$ cat config.mk
export PLATFORM = sky130hd
export DESIGN_NAME = cdb_buffer
export DESIGN_NICKNAME = d
export VERILOG_FILES = /design/src/rtl/cdb_buffer_pkg.sv /design/src/rtl/cdb_compact.sv /design/src/rtl/cdb_buffer.sv
export SDC_FILE = /design/constraint.sdc
export NUM_CORES = 1
export LEC_CHECK = 0
export CAP_MARGIN = 0
export CORE_AREA = 2 2 225 227
export DETAILED_ROUTE_END_ITERATION = 6
export DIE_AREA = 0 0 227 229
export DONT_BUFFER_PORTS = 1
export PLACE_DENSITY_LB_ADDON = 0.08
export SYNTH_ARGS = -nofsm -noshare
export SYNTH_HDL_FRONTEND = slang
export SYNTH_SLANG_ARGS = --single-unit
$ cat constraint.sdc
create_clock -name clock -period 4.1 [get_ports clock]
set_input_delay 0.615 -clock clock [delete_from_list [all_inputs] [get_ports clock]]
set_output_delay 0.615 -clock clock [all_outputs]
set_load 0.05 [all_outputs]
$ cat src/rtl/cdb_buffer_pkg.sv
// Shared widths and types for the common data bus result buffer.
// Width macros default here unless the surrounding system defines them first.
`ifndef WAYS
`define WAYS 3
`endif
`ifndef XLEN
`define XLEN 32
`endif
`ifndef PRF
`define PRF 64
`endif

package cdb_buffer_pkg;

    localparam int WAYS       = `WAYS;
    localparam int XLEN       = `XLEN;
    localparam int PRF_IDX_W  = $clog2(`PRF);
    localparam int LANE_CNT_W = $clog2(WAYS + 1);

    typedef logic [XLEN-1:0]       data_t;
    typedef logic [PRF_IDX_W-1:0]  prf_idx_t;
    typedef logic [LANE_CNT_W-1:0] lane_cnt_t;

    // Broadcast packet as seen by the reservation stations and the ROB.
    typedef struct packed {
        logic     valid;
        data_t    data;
        prf_idx_t prf_idx;
    } CDB_PACKET;

    typedef struct packed {
        data_t    data;
        prf_idx_t prf_idx;
    } cdb_entry_t;

endpackage

$ cat src/rtl/cdb_compact.sv
// Maps each valid FU lane to its slot offset from the tail, ascending lane order,
// and reports how many lanes are valid in total.
module cdb_compact
    import cdb_buffer_pkg::*;
(
    input  logic      [WAYS-1:0] lane_valid,
    output lane_cnt_t [WAYS-1:0] lane_offset,
    output lane_cnt_t            lane_count
);

    always_comb begin
        lane_cnt_t running;
        // NOTE: blocking assignments here build a running prefix sum within one evaluation.
        running = '0;
        for (int i = 0; i < WAYS; i++) begin
            lane_offset[i] = running;
            running        = running + lane_cnt_t'(lane_valid[i]);
        end
        lane_count = running;
    end

endmodule

$ cat src/rtl/cdb_buffer.sv
// Circular result buffer between the functional units and the CDB; broadcasts
// up to WAYS oldest entries per cycle straight from registered state.
module cdb_buffer
    import cdb_buffer_pkg::*;
#(
    parameter int DEPTH = 8
) (
    input  logic                                 clock,
    input  logic                                 reset,
    input  logic                                 squash,
    input  logic [`WAYS-1:0]                     fu_valid,
    input  logic [`WAYS-1:0][`XLEN-1:0]          fu_data,
    input  logic [`WAYS-1:0][$clog2(`PRF)-1:0]   fu_prf_idx,
    output logic                                 fu_ready,
    output logic [`WAYS-1:0]                     CDB_valid,
    output logic [`WAYS-1:0][`XLEN-1:0]          CDB_Data,
    output logic [`WAYS-1:0][$clog2(`PRF)-1:0]   CDB_PRF_idx,
    output logic [$clog2(DEPTH):0]               num_used
);

    localparam int PTR_W = $clog2(DEPTH);
    localparam int CNT_W = PTR_W + 1;

    typedef logic [PTR_W-1:0] ptr_t;
    typedef logic [CNT_W-1:0] cnt_t;

    cdb_entry_t             mem [DEPTH];
    ptr_t                   head;
    ptr_t                   tail;
    lane_cnt_t [WAYS-1:0]   enq_offset;
    lane_cnt_t              enq_count;
    lane_cnt_t              deq_count;
    CDB_PACKET [WAYS-1:0]   cdb_pkt;

    cdb_compact u_compact (
        .lane_valid  (fu_valid),
        .lane_offset (enq_offset),
        .lane_count  (enq_count)
    );

    // Admission looks only at registered occupancy so FUs never see a path from the retire side.
    assign fu_ready  = (cnt_t'(DEPTH) - num_used) >= cnt_t'(WAYS);
    assign deq_count = (num_used >= cnt_t'(WAYS)) ? lane_cnt_t'(WAYS) : lane_cnt_t'(num_used);

    always_comb begin
        for (int i = 0; i < WAYS; i++) begin
            // NOTE: every lane gets a default before the conditional fill, so no latch is inferred.
            cdb_pkt[i] = '0;
            if (lane_cnt_t'(i) < deq_count) begin
                cdb_pkt[i].valid   = 1'b1;
                cdb_pkt[i].data    = mem[head + ptr_t'(i)].data;
                cdb_pkt[i].prf_idx = mem[head + ptr_t'(i)].prf_idx;
            end
        end
        for (int i = 0; i < WAYS; i++) begin
            CDB_valid[i]   = cdb_pkt[i].valid;
            CDB_Data[i]    = cdb_pkt[i].data;
            CDB_PRF_idx[i] = cdb_pkt[i].prf_idx;
        end
    end

    // NOTE: state registers use non-blocking assignments so all flops update from pre-edge values.
    always_ff @(posedge clock) begin
        if (reset || squash) begin
            head     <= '0;
            tail     <= '0;
            num_used <= '0;
        end else begin
            head     <= head + ptr_t'(deq_count);
            tail     <= tail + (fu_ready ? ptr_t'(enq_count) : ptr_t'(0));
            num_used <= num_used - cnt_t'(deq_count)
                      + (fu_ready ? cnt_t'(enq_count) : cnt_t'(0));
        end
    end

    // NOTE: entry storage is not reset; occupancy masks stale contents at the outputs.
    always_ff @(posedge clock) begin
        if (fu_ready) begin
            for (int i = 0; i < WAYS; i++) begin
                if (fu_valid[i]) begin
                    mem[tail + ptr_t'(enq_offset[i])] <= '{data: fu_data[i], prf_idx: fu_prf_idx[i]};
                end
            end
        end
    end

endmodule

==> flow_summary.toml <==
[status]
status = "finished clean"

[worst_setup_path]
crit_type = "flip-flop to primary output"
r2r_start = "num_used[2]"
cp-startpoint = "num_used[2]"
endpoint = "CDB_Data[27]"
cp_max_fo = 18
rrSetupSlack_ps = 880
reg2reg_depth = 12
critPathCaptureType = "primary output"
cp_slowest_stage_delay_ps = 770
slowest_stage = "dfxtp_1"
critPathLaunchType = "flip-flop"
path_cells = "inv_1 -> ha_1 -> nor2b_4 -> inv_1 -> nor2_4 -> buf_4 -> nor2_1"
cp.required_ps = 3480
rr_endpoint = "num_used[2]"
worstPathArrival_ps = 3260
worst_path_most_repeated_cell = "inv_1"

[floorplan]
die_area_um2 = 52000
fp.coreArea_um2 = 49700
rows = 82
start_util_pct = 48.5
dieHeight_um = 229
pin_count = 242
die_x_um = 227

[logic_synthesis]
yosysTopAreaCell = "edfxtp_1"
ys_warn_count = 0
synth_area_leaders = "edfxtp_1 (38%), mux4_2 (21%), nand2_1 (11%)"
synth_commonest_cells = "nand2_1 (677), nor2_1 (389), edfxtp_1 (304)"
postSynthCellCount = 2474
ys_ff_latch = 314
async_flop_share_pct = 0
synth_most_common_cell = "nand2_1"
syn_area_per_cell_um2 = 9.73
synth_cell_type_count = 44
synth_enable_flop_cells = 304
synth.top_cell.area_share_pct = 37.9
synth_area_um2 = 24100
syn_nets = 2612
ys.flop_type = "edfxtp_1"
ys_seq_area_share_pct = 38.8

[routing]
drtPass1Iterations = 7
wirelength_mm = 87.8
route.detailed.drc = 0
antenna_left = 0
vias = 20200
via_per_inst = 6.64
drtIter0Drc = 2341
wl_per_cell_um = 28.8

[global_routing]
overflow = 0
grt_usage_pct = 33.6
grt_pass1_wl_mm = 127
grt_max_degree = 137
first_global_vias = 19400
antenna_found_initial = 0

[timing]
worst-slew-pin-transition_ps = 1150
finClkSkew_ps = 21.2
setup_viol = 0
period_needed_ps = 3870
max_freq_mhz = 258
hold_violations = 0
fin_crit_sh_pct = 94.5
finalSetupTns_ps = 0
drv_slew = 0
relSlewSlack_pct = 23.6
setup_ws_ps = 226
rsz0062_at_grt = "no"

[layout]
layout.nets = 2486
area_growth_pct = 8.80
fillerInstances = 4425
diodes = 0
drive_gt1_share_pct = 20.2

[clocking]
htreeDepth = 2
cts_tree = "yes"
post_cts_buffers = 0
cts_sinks = 314
clk_pin_slew_worst_paths_ps = 60
cts_hold_buf = 0
clk_latency_ps = 570
cts-root-buf = "clkbuf_16"
cts.path.max_buffers = 3
cts_buffers = 39
cts-resized-gates = 0

[pwr]
cellPowerDensity_nw_per_um2 = 740
power_frac_seq_pct = 25.0
internal_power_w = 0.0106
power_frac_comb_pct = 54.4
p_leak_nw = 9.12
ir_drop_mv = 0.713
p_switching_w = 0.00873
switching_share_pct = 45.1
clockPowerShare_pct = 20.6

[place]
dp_hpwl_mm = 52.4
gp_congestion = 0.863
dp_slack_ps = 693
port-buffer-count = 0

[worst_hold_path]
hp-class = "primary input to flip-flop"

[job]
max_cap_violations = 0
-- metrics by stage --
stage               hold WS (ps)  cell area, um2  power [W]  instances  utilization, %
detailed placement           742           24700     0.0154       2979            49.8
global placement             733           24700     0.0153       2979            49.8
global route                 286           26200     0.0201       3049            52.7
finish                       294           26200     0.0194       3049            52.7
floorplan                    578           24100     0.0127       2474               -
CTS                          279           26200     0.0194       3049            52.7
-- power groups by stage --
stage / Combinational, W / Clock (W) / Sequential (W)
2_1_floorplan: 0.00799 / 0 / 0.00466
3_3_place_gp: 0.0104 / 0 / 0.00487
3_5_place_dp: 0.0105 / 0 / 0.00489
4_1_cts: 0.0105 / 0.00400 / 0.00483
5_1_grt: 0.0111 / 0.00414 / 0.00491
6_report: 0.0105 / 0.00399 / 0.00485
-- worst max-delay path, delay by kind of cell, from the launching register on --
family,cells,cell delay (ps)
adders and majority gates,1,280
DFF,1,770
buffers and inverters,3,580
and+or+nand+nor,3,1070
-- worst min path at each step --
stage | slack (ps) | from | cells after the start | endpoint
after floorplan | 580 | head[0] | 2 | head[0]
after global placement | 730 | tail[0] | 2 | tail[0]
after global routing | 290 | fu_data[78] | 2 | mem[5][20]
after CTS | 280 | fu_data[78] | 2 | mem[6][20]
final | 290 | fu_data[78] | 2 | mem[0][20]
after detailed placement | 740 | tail[0] | 2 | tail[0]
-- state kept, by name, indices dropped and copies added, names as in the netlist --
register,count
tail,3
head,3
mem,304
num_used,4
-- cell usage in the layout (no fill, tap or decap), types with 6 or more instances in the layout --
cell	Yosys	routed
mux2i_1	76	76
clkbuf_16	0	39
nand2_1	677	676
nand4_1	15	15
nor2_1	389	388
mux4_2	228	228
a21oi_1	47	47
edfxtp_1	304	304
bufinv_16	0	12
a32oi_1	8	8
buf_12	0	16
nor4_4	7	7
buf_4	55	144
ha_1	13	12
clkinv_2	0	6
inv_1	14	14
a31oi_1	297	297
-- final cells by class --
cell class / instances / area, um2 / share of cell area, %
Multi-Input combinational cell: 1819 / 13100 / 50.1
Inverter: 14 / 52.6 / 0.201
Sequential cell: 314 / 9340 / 35.7
Clock inverter: 28 / 450 / 1.72
Tap cell: 672 / 841 / 3.21
Clock buffer: 42 / 987 / 3.77
Timing Repair Buffer: 160 / 1400 / 5.35
-- kinds of logic after synthesis --
logic type / after synthesis / synth area share, %
simple gates: 1130 / 18.8
mux: 304 / 24.5
buf+inv: 341 / 7.23
xor+xnor: 10 / 0.426
fa+ha+maj: 18 / 1.09
compound gates: 357 / 9.15
flops: 314 / 38.8
-- per-layer routing --
layer | global-route usage (%) | share of wire, %
met5 | 0 | 0
met4 | 15.9 | 5.1
met3 | 7.57 | 11
met2 | 53.0 | 46
met1 | 44.2 | 37
Note: power is estimated with default switching activity, not from simulation.
